[src/rtl/float_to_fixed.sv]
// Serial float-to-fixed converter: takes one FPU result (sign/exp6/mant25, bias 31)
// and shifts its significand one bit per clock into a signed Q(INT_W).(FRAC_W) value.
module float_to_fixed #(
  parameter int INT_W  = 16,
  parameter int FRAC_W = 16
) (
  input  logic                     clock,
  input  logic                     reset,
  input  logic                     in_valid,
  output logic                     in_ready,
  input  logic [31:0]              in_data,
  input  logic [3:0]               in_status,
  output logic                     out_valid,
  input  logic                     out_ready,
  output logic [INT_W+FRAC_W-1:0]  out_data,
  output logic [3:0]               out_status,
  output logic                     busy
);

  localparam int OUT_W = INT_W + FRAC_W;
  localparam int ACC_W = OUT_W + 1;
  localparam int K_W   = 10;

  localparam logic [1:0] S_IDLE  = 2'd0;
  localparam logic [1:0] S_SHIFT = 2'd1;
  localparam logic [1:0] S_PACK  = 2'd2;
  localparam logic [1:0] S_DONE  = 2'd3;

  localparam logic [3:0] ST_EXACT = 4'b0001;
  localparam logic [3:0] ST_OVF   = 4'b0010;
  localparam logic [3:0] ST_UNF   = 4'b0100;
  localparam logic [3:0] ST_INEX  = 4'b1000;

  localparam logic [OUT_W-1:0] MAX_POS = {1'b0, {(OUT_W-1){1'b1}}};
  localparam logic [OUT_W-1:0] MIN_NEG = {1'b1, {(OUT_W-1){1'b0}}};

  logic [1:0]            state_q, state_d;
  logic                  sign_q, sign_d;
  logic                  zero_q, zero_d;
  logic                  ovf_in_q, ovf_in_d;
  logic                  sticky_q, sticky_d;
  logic [ACC_W-1:0]      acc_q, acc_d;
  logic signed [K_W-1:0] k_q, k_d;
  logic [OUT_W-1:0]      out_data_q, out_data_d;
  logic [3:0]            out_status_q, out_status_d;

  logic signed [K_W-1:0] k_init;
  logic [OUT_W-1:0]      mag;
  logic                  too_big;
  logic                  unused_status;

  // Shift distance that places the 26-bit significand on the output binary point.
  assign k_init = K_W'(in_data[30:25]) + K_W'(FRAC_W) - K_W'(56);
  assign mag    = acc_q[OUT_W-1:0];
  // The negative range reaches exactly 2^(OUT_W-1); the positive range stops one short.
  assign too_big = acc_q[OUT_W] | (mag[OUT_W-1] & (~sign_q | (|mag[OUT_W-2:0])));
  assign unused_status = ^{in_status[3:2], in_status[0]};

  always_comb begin
    state_d      = state_q;
    sign_d       = sign_q;
    zero_d       = zero_q;
    ovf_in_d     = ovf_in_q;
    sticky_d     = sticky_q;
    acc_d        = acc_q;
    k_d          = k_q;
    out_data_d   = out_data_q;
    out_status_d = out_status_q;
    case (state_q)
      S_IDLE: begin
        if (in_valid) begin
          sign_d   = in_data[31];
          zero_d   = (in_data[30:25] == 6'd0);
          ovf_in_d = in_status[1];
          sticky_d = 1'b0;
          acc_d    = ACC_W'({1'b1, in_data[24:0]});
          k_d      = k_init;
          state_d  = ((in_data[30:25] == 6'd0) || in_status[1]) ? S_PACK : S_SHIFT;
        end
      end
      S_SHIFT: begin
        if (k_q == '0) begin
          state_d = S_PACK;
        end else if (!k_q[K_W-1]) begin
          acc_d = acc_q << 1;
          k_d   = k_q - K_W'(1);
          if (acc_d[OUT_W] || (k_d == '0)) state_d = S_PACK;
        end else begin
          sticky_d = sticky_q | acc_q[0];
          acc_d    = acc_q >> 1;
          k_d      = k_q + K_W'(1);
          if ((acc_d == '0) || (k_d == '0)) state_d = S_PACK;
        end
      end
      S_PACK: begin
        state_d = S_DONE;
        if (ovf_in_q || (!zero_q && too_big)) begin
          out_data_d   = sign_q ? MIN_NEG : MAX_POS;
          out_status_d = ST_OVF;
        end else if (zero_q) begin
          out_data_d   = '0;
          out_status_d = ST_EXACT;
        end else if (mag == '0) begin
          out_data_d   = '0;
          out_status_d = ST_UNF;
        end else begin
          out_data_d   = sign_q ? (~mag + 1'b1) : mag;
          out_status_d = sticky_q ? ST_INEX : ST_EXACT;
        end
      end
      default: begin
        if (out_ready) state_d = S_IDLE;
      end
    endcase
  end

  always_ff @(posedge clock or negedge reset) begin
    if (!reset) begin
      state_q      <= S_IDLE;
      sign_q       <= 1'b0;
      zero_q       <= 1'b0;
      ovf_in_q     <= 1'b0;
      sticky_q     <= 1'b0;
      acc_q        <= '0;
      k_q          <= '0;
      out_data_q   <= '0;
      out_status_q <= ST_EXACT;
    end else begin
      state_q      <= state_d;
      sign_q       <= sign_d;
      zero_q       <= zero_d;
      ovf_in_q     <= ovf_in_d;
      sticky_q     <= sticky_d;
      acc_q        <= acc_d;
      k_q          <= k_d;
      out_data_q   <= out_data_d;
      out_status_q <= out_status_d;
    end
  end

  assign in_ready   = (state_q == S_IDLE);
  assign busy       = (state_q != S_IDLE);
  assign out_valid  = (state_q == S_DONE);
  assign out_data   = out_data_q;
  assign out_status = out_status_q;

endmodule

[config.mk]
export PLATFORM = sky130hd
export DESIGN_NAME = float_to_fixed
export DESIGN_NICKNAME = d
export VERILOG_FILES = /design/src/rtl/float_to_fixed.sv
export SDC_FILE = /design/constraint.sdc
export NUM_CORES = 1
export LEC_CHECK = 0
export ABC_AREA = 1
export CAP_MARGIN = 0
export CORE_ASPECT_RATIO = 1.5
export CORE_MARGIN = 2
export CORE_UTILIZATION = 44
export CTS_CLUSTER_DIAMETER = 200
export CTS_CLUSTER_SIZE = 8
export DETAILED_ROUTE_END_ITERATION = 7
export PLACE_DENSITY = 0.71
export RECOVER_POWER = 100
export SLEW_MARGIN = 20
export SYNTH_ARGS = -nofsm -noshare
export SYNTH_HDL_FRONTEND = slang
export SYNTH_SLANG_ARGS = --single-unit
[constraint.sdc]
create_clock -name clock -period 2.45 [get_ports clock]
set_input_delay 0.3675 -clock clock [delete_from_list [all_inputs] [get_ports clock]]
set_output_delay 0.3675 -clock clock [all_outputs]
set_load 0.005 [all_outputs]
==> out/qor.json <==
{
  "run_status": {"value": "finished with violations"},
  "violations": {"value": "max-capacitance violations, max-slew violations"},
  "critPathArrivalTime": {"value": 2510, "unit": "ps"},
  "design.core.area": {"value": 12600, "unit": "um^2"},
  "final.hold.worst_slack": {"value": 467, "unit": "ps"},
  "worst-r2r-cell-count": {"value": 13},
  "power.net_switching": {"value": 4.36, "unit": "mW"},
  "tritoncts": {"value": "built"},
  "postRouteAntennaNets": {"value": 0},
  "synth.distinct_cells": {"value": 41},
  "rsz0062_at_grt": {"value": "false"},
  "cts_root_buf": {"value": "clkbuf_16"},
  "synthToLayoutAreaGrowth": {"value": 20.4, "unit": "%"},
  "detailed_place_hpwl": {"value": 11600, "unit": "um"},
  "finalInstanceArea": {"value": 6860, "unit": "um^2"},
  "timing_max_transition_violations_final": {"value": 36},
  "crit_required": {"value": 2730, "unit": "ps"},
  "htreeDepth": {"value": 3},
  "primary_flip_flop_cell_chosen_by_synthesis_mapping": {"value": "dfrtp_1"},
  "final.setup.tns": {"value": 0, "unit": "ps"},
  "antenna-diode-count": {"value": 0},
  "grt_use_total": {"value": 22.7, "unit": "%"},
  "route.vias.total": {"value": 5581},
  "netlist_instances": {"value": 831},
  "detail_route.wirelength.met1": {"value": 6480, "unit": "um"},
  "ys_warn_count": {"value": 0},
  "wirelength": {"value": 15200, "unit": "um"},
  "die_extent_in_x": {"value": 96.9, "unit": "um"},
  "row_count": {"value": 50},
  "layout.cells.most_common": {"value": "nand2_1"},
  "io_buffers": {"value": 75},
  "power.share.combinational": {"value": 57.0, "unit": "%"},
  "gpl.final_weighted_congestion": {"value": 0.895},
  "synth_seq_area_share": {"value": 37.4, "unit": "%"},
  "vdd_ir_drop_max": {"value": 0.536, "unit": "mV"},
  "wl_met3": {"value": 599, "unit": "um"},
  "power_internal": {"value": 4.83, "unit": "mW"},
  "postCtsHoldBufs": {"value": 0},
  "synth.net_count": {"value": 881},
  "worst_skew_late_latency": {"value": 350, "unit": "ps"},
  "timing.clock.skew": {"value": 6.10, "unit": "ps"},
  "final_period_utilization": {"value": 90.7, "unit": "%"},
  "setup_viol": {"value": 0},
  "ff_latch_area": {"value": 2130, "unit": "um^2"},
  "clkPwrFrac": {"value": 14.6, "unit": "%"},
  "timing.hold.worst_path_depth": {"value": 2},
  "flops_latches_synth": {"value": 85},
  "cts.path.max_buffers": {"value": 2},
  "drv.max_cap_violation_count": {"value": 1},
  "power.density_cell_area": {"value": 1340, "unit": "nW/um^2"},
  "power.static_leakage": {"value": 3.26, "unit": "nW"},
  "final_net_count": {"value": 946},
  "worstSetupEndpointType": {"value": "flip-flop"},
  "highest-signal-layer": {"value": "met4"},
  "holdCritPathClass": {"value": "reg2reg"},
  "antenna_found_initial": {"value": 0},
  "numClockSinks": {"value": 85},
  "met2WireLength": {"value": 7790, "unit": "um"},
  "seq_power_share": {"value": 28.4, "unit": "%"},
  "worst_margin_pin_slew": {"value": 2060, "unit": "ps"},
  "die-height": {"value": 143, "unit": "um"},
  "synth_async_sr_flop_share": {"value": 100, "unit": "%"},
  "fin_crit": {"value": 2220, "unit": "ps"},
  "worstPathMaxFanout": {"value": 18},
  "drt_pre_antenna_iters": {"value": 5},
  "remaining_drc_errors": {"value": 0},
  "grt_start_max_net_pins": {"value": 73},
  "final_hold_viol_count": {"value": 0},
  "wire_per_inst": {"value": 14.4, "unit": "um"},
  "detail_route.iter0.violations": {"value": 397},
  "starting_density": {"value": 45.3, "unit": "%"},
  "grt_remaining_overflow": {"value": 0},
  "critPathLaunchType": {"value": "flip-flop"},
  "synth_enable_flop_cells": {"value": 0},
  "detailed_place.area": {"value": 6600, "unit": "um^2"},
  "die-area": {"value": 13900, "unit": "um^2"},
  "synth.cell_area": {"value": 5700, "unit": "um^2"},
  "wire_length_of_the_first_global_routing_pass": {"value": 25600, "unit": "um"},
  "num-fill-cells": {"value": 1227},
  "critical_path_class": {"value": "reg2reg"},
  "synthesis.area_per_instance": {"value": 6.85, "unit": "um^2"},
  "max_transition_margin": {"value": -37.1, "unit": "%"},
  "share_of_final_layout_standard_cells_stronger_than_drive_strength_1": {"value": 6.33, "unit": "%"},
  "post-cts-setup-buffer-count": {"value": 0},
  "numCtsBuffers": {"value": 9},
  "floorplan.io_pins": {"value": 79},
  "multi_input_comb_area": {"value": 3060, "unit": "um^2"},
  "cts-resized-gates": {"value": 0},
  "first_global_vias": {"value": 5403},
  "fmaxAchievable": {"value": 0.450, "unit": "GHz"},
  "route.detailed.vias_per_inst": {"value": 5.28},
  "clkTransAtPathRegs": {"value": 60, "unit": "ps"},
  "power_switching_share": {"value": 47.4, "unit": "%"},
  "most_frequent_cells_in_the_layout": {"value": "nand2_1, nor2_1, dfrtp_1"}
}
-- metrics by stage --
step | cells | setup slack (ps) | total power, mW | util [%]
finish | 1057 | 228 | 9.19 | 54.5
global route | 1057 | 64.3 | 10.1 | 54.5
CTS | 1057 | 232 | 9.42 | 54.8
detailed placement | 1041 | 253 | 8.05 | 52.5
global placement | 1041 | 285 | 7.98 | 52.5
floorplan | 831 | 571 | 6.31 | -
-- area by class of cell --
| cell class | instances | area share (%) |
|---|---|---|
| Sequential cell | 85 | 31.0 |
| Multi-Input combinational cell | 631 | 44.6 |
| Clock buffer | 13 | 4.09 |
| Tap cell | 156 | 2.85 |
| Clock inverter | 3 | 0.255 |
| Timing Repair Buffer | 89 | 12.8 |
| Inverter | 80 | 4.40 |
-- worst max-delay path: stages, from the launching register on --
cell     delay [ps]
dfrtp_1         370
inv_1           150
ha_1            220
nand2_1         110
nor2_1          130
nand2_1         100
nor2_2          180
nand3_1         140
nand3_2         100
nand2_4          70
buf_4           200
o21ai_0         250
nand2_1          80
nand2_1          60
-- cell usage after synthesis, types with 2 or more instances --
| cell | count | area, um^2 |
|---|---|---|
| buf_2 | 5 | 25.0 |
| xor2_1 | 20 | 175 |
| buf_4 | 4 | 30.0 |
| nand3_1 | 39 | 195 |
| clkbuf_1 | 20 | 75.1 |
| o21a_1 | 2 | 15.0 |
| buf_6 | 4 | 45.0 |
| inv_2 | 4 | 15.0 |
| o21ai_1 | 12 | 60.1 |
| nor2_1 | 154 | 578 |
| nor2_2 | 11 | 68.8 |
| ha_1 | 10 | 125 |
| a21oi_1 | 11 | 55.1 |
| nor3_1 | 6 | 30.0 |
| o21ai_2 | 4 | 35.0 |
| nand2_1 | 222 | 833 |
| nand3_2 | 2 | 20.0 |
| dfrtp_1 | 84 | 2100 |
| o221ai_1 | 27 | 236 |
| or2_2 | 2 | 12.5 |
| nand2_4 | 3 | 33.8 |
| nand4_1 | 16 | 100 |
| o22ai_1 | 6 | 37.5 |
| inv_1 | 75 | 282 |
| a31oi_1 | 3 | 18.8 |
| o21ai_0 | 70 | 350 |
-- cell families after synthesis --
family | share of synthesized area [%]
DFF | 37.4
buffers and inverters | 8.74
AOI/OAI and AO/OA | 15.2
xor gates and xnor gates | 3.08
and+or+nand+nor | 33.4
adders and majority gates | 2.20
-- metal layers --
layer / global-route usage [%] / vias to the layer above
li1: - / 2843
met1: 27.0 / 2563
met2: 40.8 / 150
met3: 3.40 / 25
met4: 9.49 / 0
met5: 0 / -
-- sequential cells by signal, summed over array words and instances, names as in the netlist --
register / flops
out_status: 4
out_data: 32
k_q: 10
state_q: 2
ovf_in_q: 1
acc_q: 33
sign_q: 1
zero_q: 1
sticky_q: 1
-- power groups by stage --
stage / logic [mW] / registers (mW) / clock network, mW
5_1_grt: 5.98 / 2.71 / 1.41
6_report: 5.24 / 2.61 / 1.34
4_1_cts: 5.45 / 2.61 / 1.36
2_1_floorplan: 3.80 / 2.51 / 0
3_5_place_dp: 5.41 / 2.64 / 0
3_3_place_gp: 5.36 / 2.62 / 0
-- worst paths after layout --
kind | from | slack (ps) | to
worst max-delay path | acc_q[1] | 230 | out_data[0]
worst min-delay path | out_status[0] | 470 | out_status[0]
worst max register to register | acc_q[1] | 230 | out_data[0]
worst min register to register | out_status[0] | 470 | out_status[0]
max in group asynchronous | reset | 660 | out_data[25]
min in group asynchronous | reset | 600 | acc_q[2]
Note: power is estimated with default switching activity, not from simulation.
